[config.mk]
export PLATFORM = sky130hd
export DESIGN_NAME = udp_tx_packetizer
export DESIGN_NICKNAME = d
export VERILOG_FILES = /design/src/rtl/udp_tx_packetizer.sv
export SDC_FILE = /design/constraint.sdc
export NUM_CORES = 1
export LEC_CHECK = 0
export BUFFER_PORTS_ARGS = -buffer_cell sky130_fd_sc_hd__buf_2
export CAP_MARGIN = 5
export CORE_MARGIN = 4
export CORE_UTILIZATION = 40
export DETAILED_ROUTE_END_ITERATION = 10
export GPL_TIMING_DRIVEN = 0
export PLACE_DENSITY_LB_ADDON = 0.25
export SETUP_SLACK_MARGIN = 0.02
export SLEW_MARGIN = 20
export SYNTH_ARGS = -nofsm -noshare
export SYNTH_HDL_FRONTEND = slang
export SYNTH_SLANG_ARGS = --single-unit
export TNS_END_PERCENT = 1
[constraint.sdc]
create_clock -name clk_udp -period 3.61 [get_ports clk_udp]
set_input_delay 0.361 -clock clk_udp [delete_from_list [all_inputs] [get_ports clk_udp]]
set_output_delay 0.361 -clock clk_udp [all_outputs]
set_load 0.01 [all_outputs]
[src/rtl/udp_tx_packetizer.sv]
// Packs return-FIFO bytes into UDP payload frames, flushed on full buffer or timeout.
// Define PKT_SEQ_HDR_EN to prefix every frame with a 16-bit big-endian sequence number.
module udp_tx_packetizer #(
    parameter int MAX_PAYLOAD   = 64,
    parameter int FLUSH_TIMEOUT = 1250
) (
    input  logic        clk_udp,
    input  logic        rst_udp,
    input  logic [7:0]  fifo_tdata,
    input  logic        fifo_tvalid,
    output logic        fifo_tready,
    output logic [7:0]  m_axis_tdata,
    output logic        m_axis_tvalid,
    input  logic        m_axis_tready,
    output logic        m_axis_tlast,
    output logic [10:0] frame_len,
    output logic [15:0] frames_sent,
    output logic [2:0]  dbg_state
);

    localparam int AW = (MAX_PAYLOAD > 1) ? $clog2(MAX_PAYLOAD) : 1;
    localparam int CW = $clog2(MAX_PAYLOAD + 1);
    localparam logic [CW-1:0] MAX_CNT = CW'(MAX_PAYLOAD);
    localparam logic [15:0]   TO_LAST = 16'(FLUSH_TIMEOUT - 1);

    // Handshakes: a beat moves on either stream only in a cycle where valid && ready.
    // Once m_axis_tvalid is high, tdata/tlast hold until the beat is taken.
    typedef enum logic [2:0] {
        IDLE         = 3'd0,
        FILL         = 3'd1,
        SEND_HDR_HI  = 3'd2,
        SEND_HDR_LO  = 3'd3,
        SEND_PAYLOAD = 3'd4
    } state_t;

    state_t          state, state_next;
    logic [CW-1:0]   count, count_next;
    logic [AW-1:0]   idx, idx_next;
    logic [15:0]     timer, timer_next;
    logic [10:0]     frame_len_next;
    logic [15:0]     frames_sent_next;
    logic [7:0]      mem [MAX_PAYLOAD];
    logic [7:0]      rd_data;
    logic            accept;
    logic            flush;

`ifdef PKT_SEQ_HDR_EN
    localparam logic [10:0] HDR_LEN = 11'd2;
    logic [15:0] seq, seq_next;
`else
    localparam logic [10:0] HDR_LEN = 11'd0;
`endif

    assign dbg_state = state;

    always_comb begin
        fifo_tready = 1'b0;
        if (!rst_udp) begin
            fifo_tready = (state == IDLE) || ((state == FILL) && (count < MAX_CNT));
        end
        accept = fifo_tvalid && fifo_tready;
    end

    always_comb begin
        state_next       = state;
        count_next       = count;
        idx_next         = idx;
        timer_next       = timer;
        frame_len_next   = frame_len;
        frames_sent_next = frames_sent;
        m_axis_tvalid    = 1'b0;
        m_axis_tdata     = 8'h00;
        m_axis_tlast     = 1'b0;
        flush            = 1'b0;
`ifdef PKT_SEQ_HDR_EN
        seq_next         = seq;
`endif
        case (state)
            IDLE: begin
                if (accept) begin
                    count_next = CW'(1);
                    timer_next = 16'd0;
                    state_next = FILL;
                end
            end
            FILL: begin
                if (accept) begin
                    count_next = count + CW'(1);
                end
                timer_next = timer + 16'd1;
                // The byte taken in the exit cycle still belongs to this frame.
                flush = (count_next == MAX_CNT) || (timer == TO_LAST);
                if (flush) begin
                    frame_len_next = 11'(count_next) + HDR_LEN;
`ifdef PKT_SEQ_HDR_EN
                    state_next = SEND_HDR_HI;
`else
                    state_next = SEND_PAYLOAD;
`endif
                end
            end
`ifdef PKT_SEQ_HDR_EN
            SEND_HDR_HI: begin
                m_axis_tvalid = 1'b1;
                m_axis_tdata  = seq[15:8];
                if (m_axis_tready) begin
                    state_next = SEND_HDR_LO;
                end
            end
            SEND_HDR_LO: begin
                m_axis_tvalid = 1'b1;
                m_axis_tdata  = seq[7:0];
                if (m_axis_tready) begin
                    state_next = SEND_PAYLOAD;
                end
            end
`endif
            SEND_PAYLOAD: begin
                m_axis_tvalid = 1'b1;
                m_axis_tdata  = rd_data;
                m_axis_tlast  = (CW'(idx) == (count - CW'(1)));
                if (m_axis_tready) begin
                    if (m_axis_tlast) begin
                        idx_next         = '0;
                        count_next       = '0;
                        frames_sent_next = frames_sent + 16'd1;
`ifdef PKT_SEQ_HDR_EN
                        seq_next         = seq + 16'd1;
`endif
                        state_next       = IDLE;
                    end else begin
                        idx_next = idx + AW'(1);
                    end
                end
            end
            default: begin
                state_next = IDLE;
            end
        endcase
    end

    // The read port is addressed with next cycle's index, so rd_data always
    // holds buffer[idx] and the first payload beat needs no extra cycle.
    always_ff @(posedge clk_udp) begin
        if (accept) begin
            mem[count[AW-1:0]] <= fifo_tdata;
        end
        rd_data <= mem[idx_next];
    end

    always_ff @(posedge clk_udp) begin
        if (rst_udp) begin
            state       <= IDLE;
            count       <= '0;
            idx         <= '0;
            timer       <= 16'd0;
            frame_len   <= 11'd0;
            frames_sent <= 16'd0;
        end else begin
            state       <= state_next;
            count       <= count_next;
            idx         <= idx_next;
            timer       <= timer_next;
            frame_len   <= frame_len_next;
            frames_sent <= frames_sent_next;
        end
    end

`ifdef PKT_SEQ_HDR_EN
    always_ff @(posedge clk_udp) begin
        if (rst_udp) begin
            seq <= 16'd0;
        end else begin
            seq <= seq_next;
        end
    end
`endif

endmodule
==> impl_metrics.ini <==
[placed_design]
dp_hpwl_mm = 78.8
dpl-instance-area_um2 = 29100
place_congestion = 1.04
io_buffers = 46
post-place-ws_ps = -2610

[worst_setup_path]
worstPathRequired_ps = 4120
cp-end-kind = register
ff2ff_setup_slack_ps = -630
worst_ep_arrival_time_ps = 4750
crit_path_end = rd_data[3]$_DFF_P_
r2r_start = count[0]$_SDFFE_PP0P_
cp_top_family = compound AO/OA/AOI/OAI gates
max_stage_delay_ps = 550
cp_cell_sequence = buf_6 > inv_2 > ha_4 > o21ba_2 > a221o_2 > a21o_4 > o311ai_4 > o21ai_4 > buf_8 > buf_6 > buf_4 > o211ai_1 > o2111ai_2 > a311oi_2
reg2reg_depth = 14
path_class = register to register
r2r_end = rd_data[3]$_DFF_P_
path_buf_inv = 5
crit_fanout = 10
crit_cells = 14
startpoint = count[0]$_SDFFE_PP0P_
cp_common_cell = buf_6
crit_slowest_cell = o211ai_1
startpoint_type = register

[global_route]
overflow = 0
grt_pass1_wl_mm = 159
grt_max_degree = 65
grt_pass1_vias = 22190
grt_usage_pct = 29.9
antenna_found_initial = 4

[cts]
clk_pin_slew_ps = 60
cts_max_level = 2
hold_buffers = 0
clock-root-buffer = clkbuf_16
cts_tree = done
cts_num_sinks = 574
cts_buffers = 61
clockBufferDepth = 3
clock_latency_ps = 660

[synth]
syn_area_per_cell_um2 = 11.0
synth-edff-count = 512
synth-seq-area-share_pct = 60.2
synth_top_area_share_pct = 55.7
ys.flop_type = edfxtp_1
synth.area.top_cells = edfxtp_1 56%, dfxtp_1 4.5%, nand2_1 4.4%, mux2i_1 4.0%, nor2_1 3.4%
synth_cells = 2505
ys_ff_latch = 574
ys_warn_count = 0
synth-async-reset-ratio_pct = 0
synth_area_um2 = 27600
yosys.area.top_type = edfxtp_1
ys_types = 81

[die]
die_h_um = 271
initial_utilization_pct = 40.3
core_area_um2 = 68500
die_w_um = 271
row_count = 96
dieArea_um2 = 73300
io_pins = 53

[cells_and_area]
final_area_um2 = 32500
drive_above_1_share_pct = 18.5
fillers = 6182
n_antenna_cell = 0
final_cell_mix = 512 x edfxtp_1, 310 x nand2_1, 190 x nor2_1, 175 x a21oi_1, 111 x o21ai_0
mostFrequentLayoutCell = edfxtp_1
syn2layout_area_growth_pct = 17.8
fin_nets = 2672

[worst_hold_path]
min-delay-path-class = input port to register

[routing]
wl_per_cell_um = 31.7
detail_route.wirelength_mm = 114
vias_per_cell = 6.61
dr.pass1.iters = 6
drcViolationCount = 0
initialDrtViolationCount = 4235
antenna_left = 0
vias = 23695

[sta]
fmax_mhz = 236
setup_tns_ps = -11670
rsz0062_at_grt = true
setup_ws_ps = -631
fin_skew_ps = 27.0
tightest_slew_ps = 1110
setup_viol = 103
min_period_ps = 4240
finalHoldViolations = 0
period_share_pct = 117
slew-limit-headroom_pct = 26.0
drv_slew = 0

[pwr]
switching_share_pct = 21.8
intPower_w = 0.0113
p_comb_share_pct = 3.7
p_leak_nw = 11.0
clkPwrFrac_pct = 46.1
powerDensity_nw_per_um2 = 445
seqPwrFrac_pct = 50.3
ir_worst_vdd_v = 0.000402
p_sw_w = 0.00316

[status]
violations = setup timing
outcome = finished, violations left

[job]
maxCapViolCount = 0
-- sequential cells by signal, summed over array words and instances, names as in the netlist --
signal       count
count            7
dbg_state        2
frame_len        7
frames_sent     16
idx              6
mem            512
rd_data          8
timer           16
-- power by group through the flow --
| stage | sequential (W) | combinational, W | clock (W) |
|---|---|---|---|
| after floorplan | 0.00741 | 0.000240 | 0 |
| after global placement | 0.00742 | 0.000450 | 0 |
| after detailed placement | 0.00742 | 0.000471 | 0 |
| after CTS | 0.00727 | 0.000519 | 0.00667 |
| after global routing | 0.00728 | 0.000569 | 0.00694 |
| final | 0.00727 | 0.000533 | 0.00667 |
-- worst min-delay path by stage --
| stage | cells after the start | end | from |
|---|---|---|---|
| final | 1 | mem[54][5]$_DFFE_PP_ | fifo_tdata[5] |
| after global routing | 1 | mem[54][5]$_DFFE_PP_ | fifo_tdata[5] |
| after CTS | 1 | mem[54][5]$_DFFE_PP_ | fifo_tdata[5] |
| after detailed placement | 2 | frame_len[4]$_SDFFE_PP0P_ | frame_len[4]$_SDFFE_PP0P_ |
| after global placement | 2 | frame_len[4]$_SDFFE_PP0P_ | frame_len[4]$_SDFFE_PP0P_ |
| after floorplan | 0 | mem[0][0]$_DFFE_PP_ | fifo_tdata[0] |
-- synthesized netlist by cell type, types with 9 or more instances --
master,n
a2111oi_0,15
a211oi_1,42
a21oi_1,181
a221oi_1,16
a22oi_1,17
a311oi_1,9
a31oi_1,45
a32oi_1,13
and2_1,20
and3_1,18
buf_1,27
buf_2,42
buf_4,9
clkbuf_1,121
dfxtp_1,62
edfxtp_1,512
ha_1,10
inv_1,12
mux2_2,19
mux2i_1,110
nand2_1,324
nand2b_1,9
nand3_1,48
nand4_1,48
nor2_1,250
nor3_1,117
nor4_1,13
o2111ai_1,11
o211ai_1,37
o21ai_0,115
o221ai_1,29
o22ai_1,37
o31ai_1,15
or3_1,12
xnor2_1,19
xor2_1,22
-- stage by stage --
step	power, W	hold WS [ps]	util [%]	std cells
final	0.0145	47.7	47.5	3583
after global routing	0.0148	65.3	47.5	3583
after CTS	0.0145	44.5	47.3	3581
after detailed placement	0.00789	459	42.5	3440
after global placement	0.00787	453	42.3	3437
after floorplan	0.00765	460	-	2509
-- kinds of logic after synthesis --
family                     share of synthesized area (%)
adders and majority gates                          0.453
and+or+nand+nor                                     14.3
other                                             0.0136
AOI/OAI and AO/OA                                   15.4
DFF                                                 60.2
xor gates and xnor gates                            1.30
buffers and inverters                               3.44
muxes                                               4.92
-- repair_timing --
item	CTS	global route
gates resized for setup	307	60
endpoints found under the setup margin	265	372
gates cloned	0	0
buffers inserted	30	2
pin swaps	27	9
-- cell type report --
type	instances	area, um^2	share of cell area (%)
Buffer	202	1310	4.02
Clock buffer	82	1690	5.19
Clock inverter	32	392	1.20
Inverter	13	48.8	0.150
Multi-Input combinational cell	1717	10800	33.2
Sequential cell	574	16600	51.1
Tap cell	882	1100	3.39
Timing Repair Buffer	81	597	1.83
-- layer usage --
layer / GRT usage, % / wire [um]
met4: 19.3 / 9170
met5: 0 / 22
met3: 7.01 / 14800
met1: 39.7 / 42000
met2: 43.9 / 47700
Note: power is estimated with default switching activity, not from simulation.
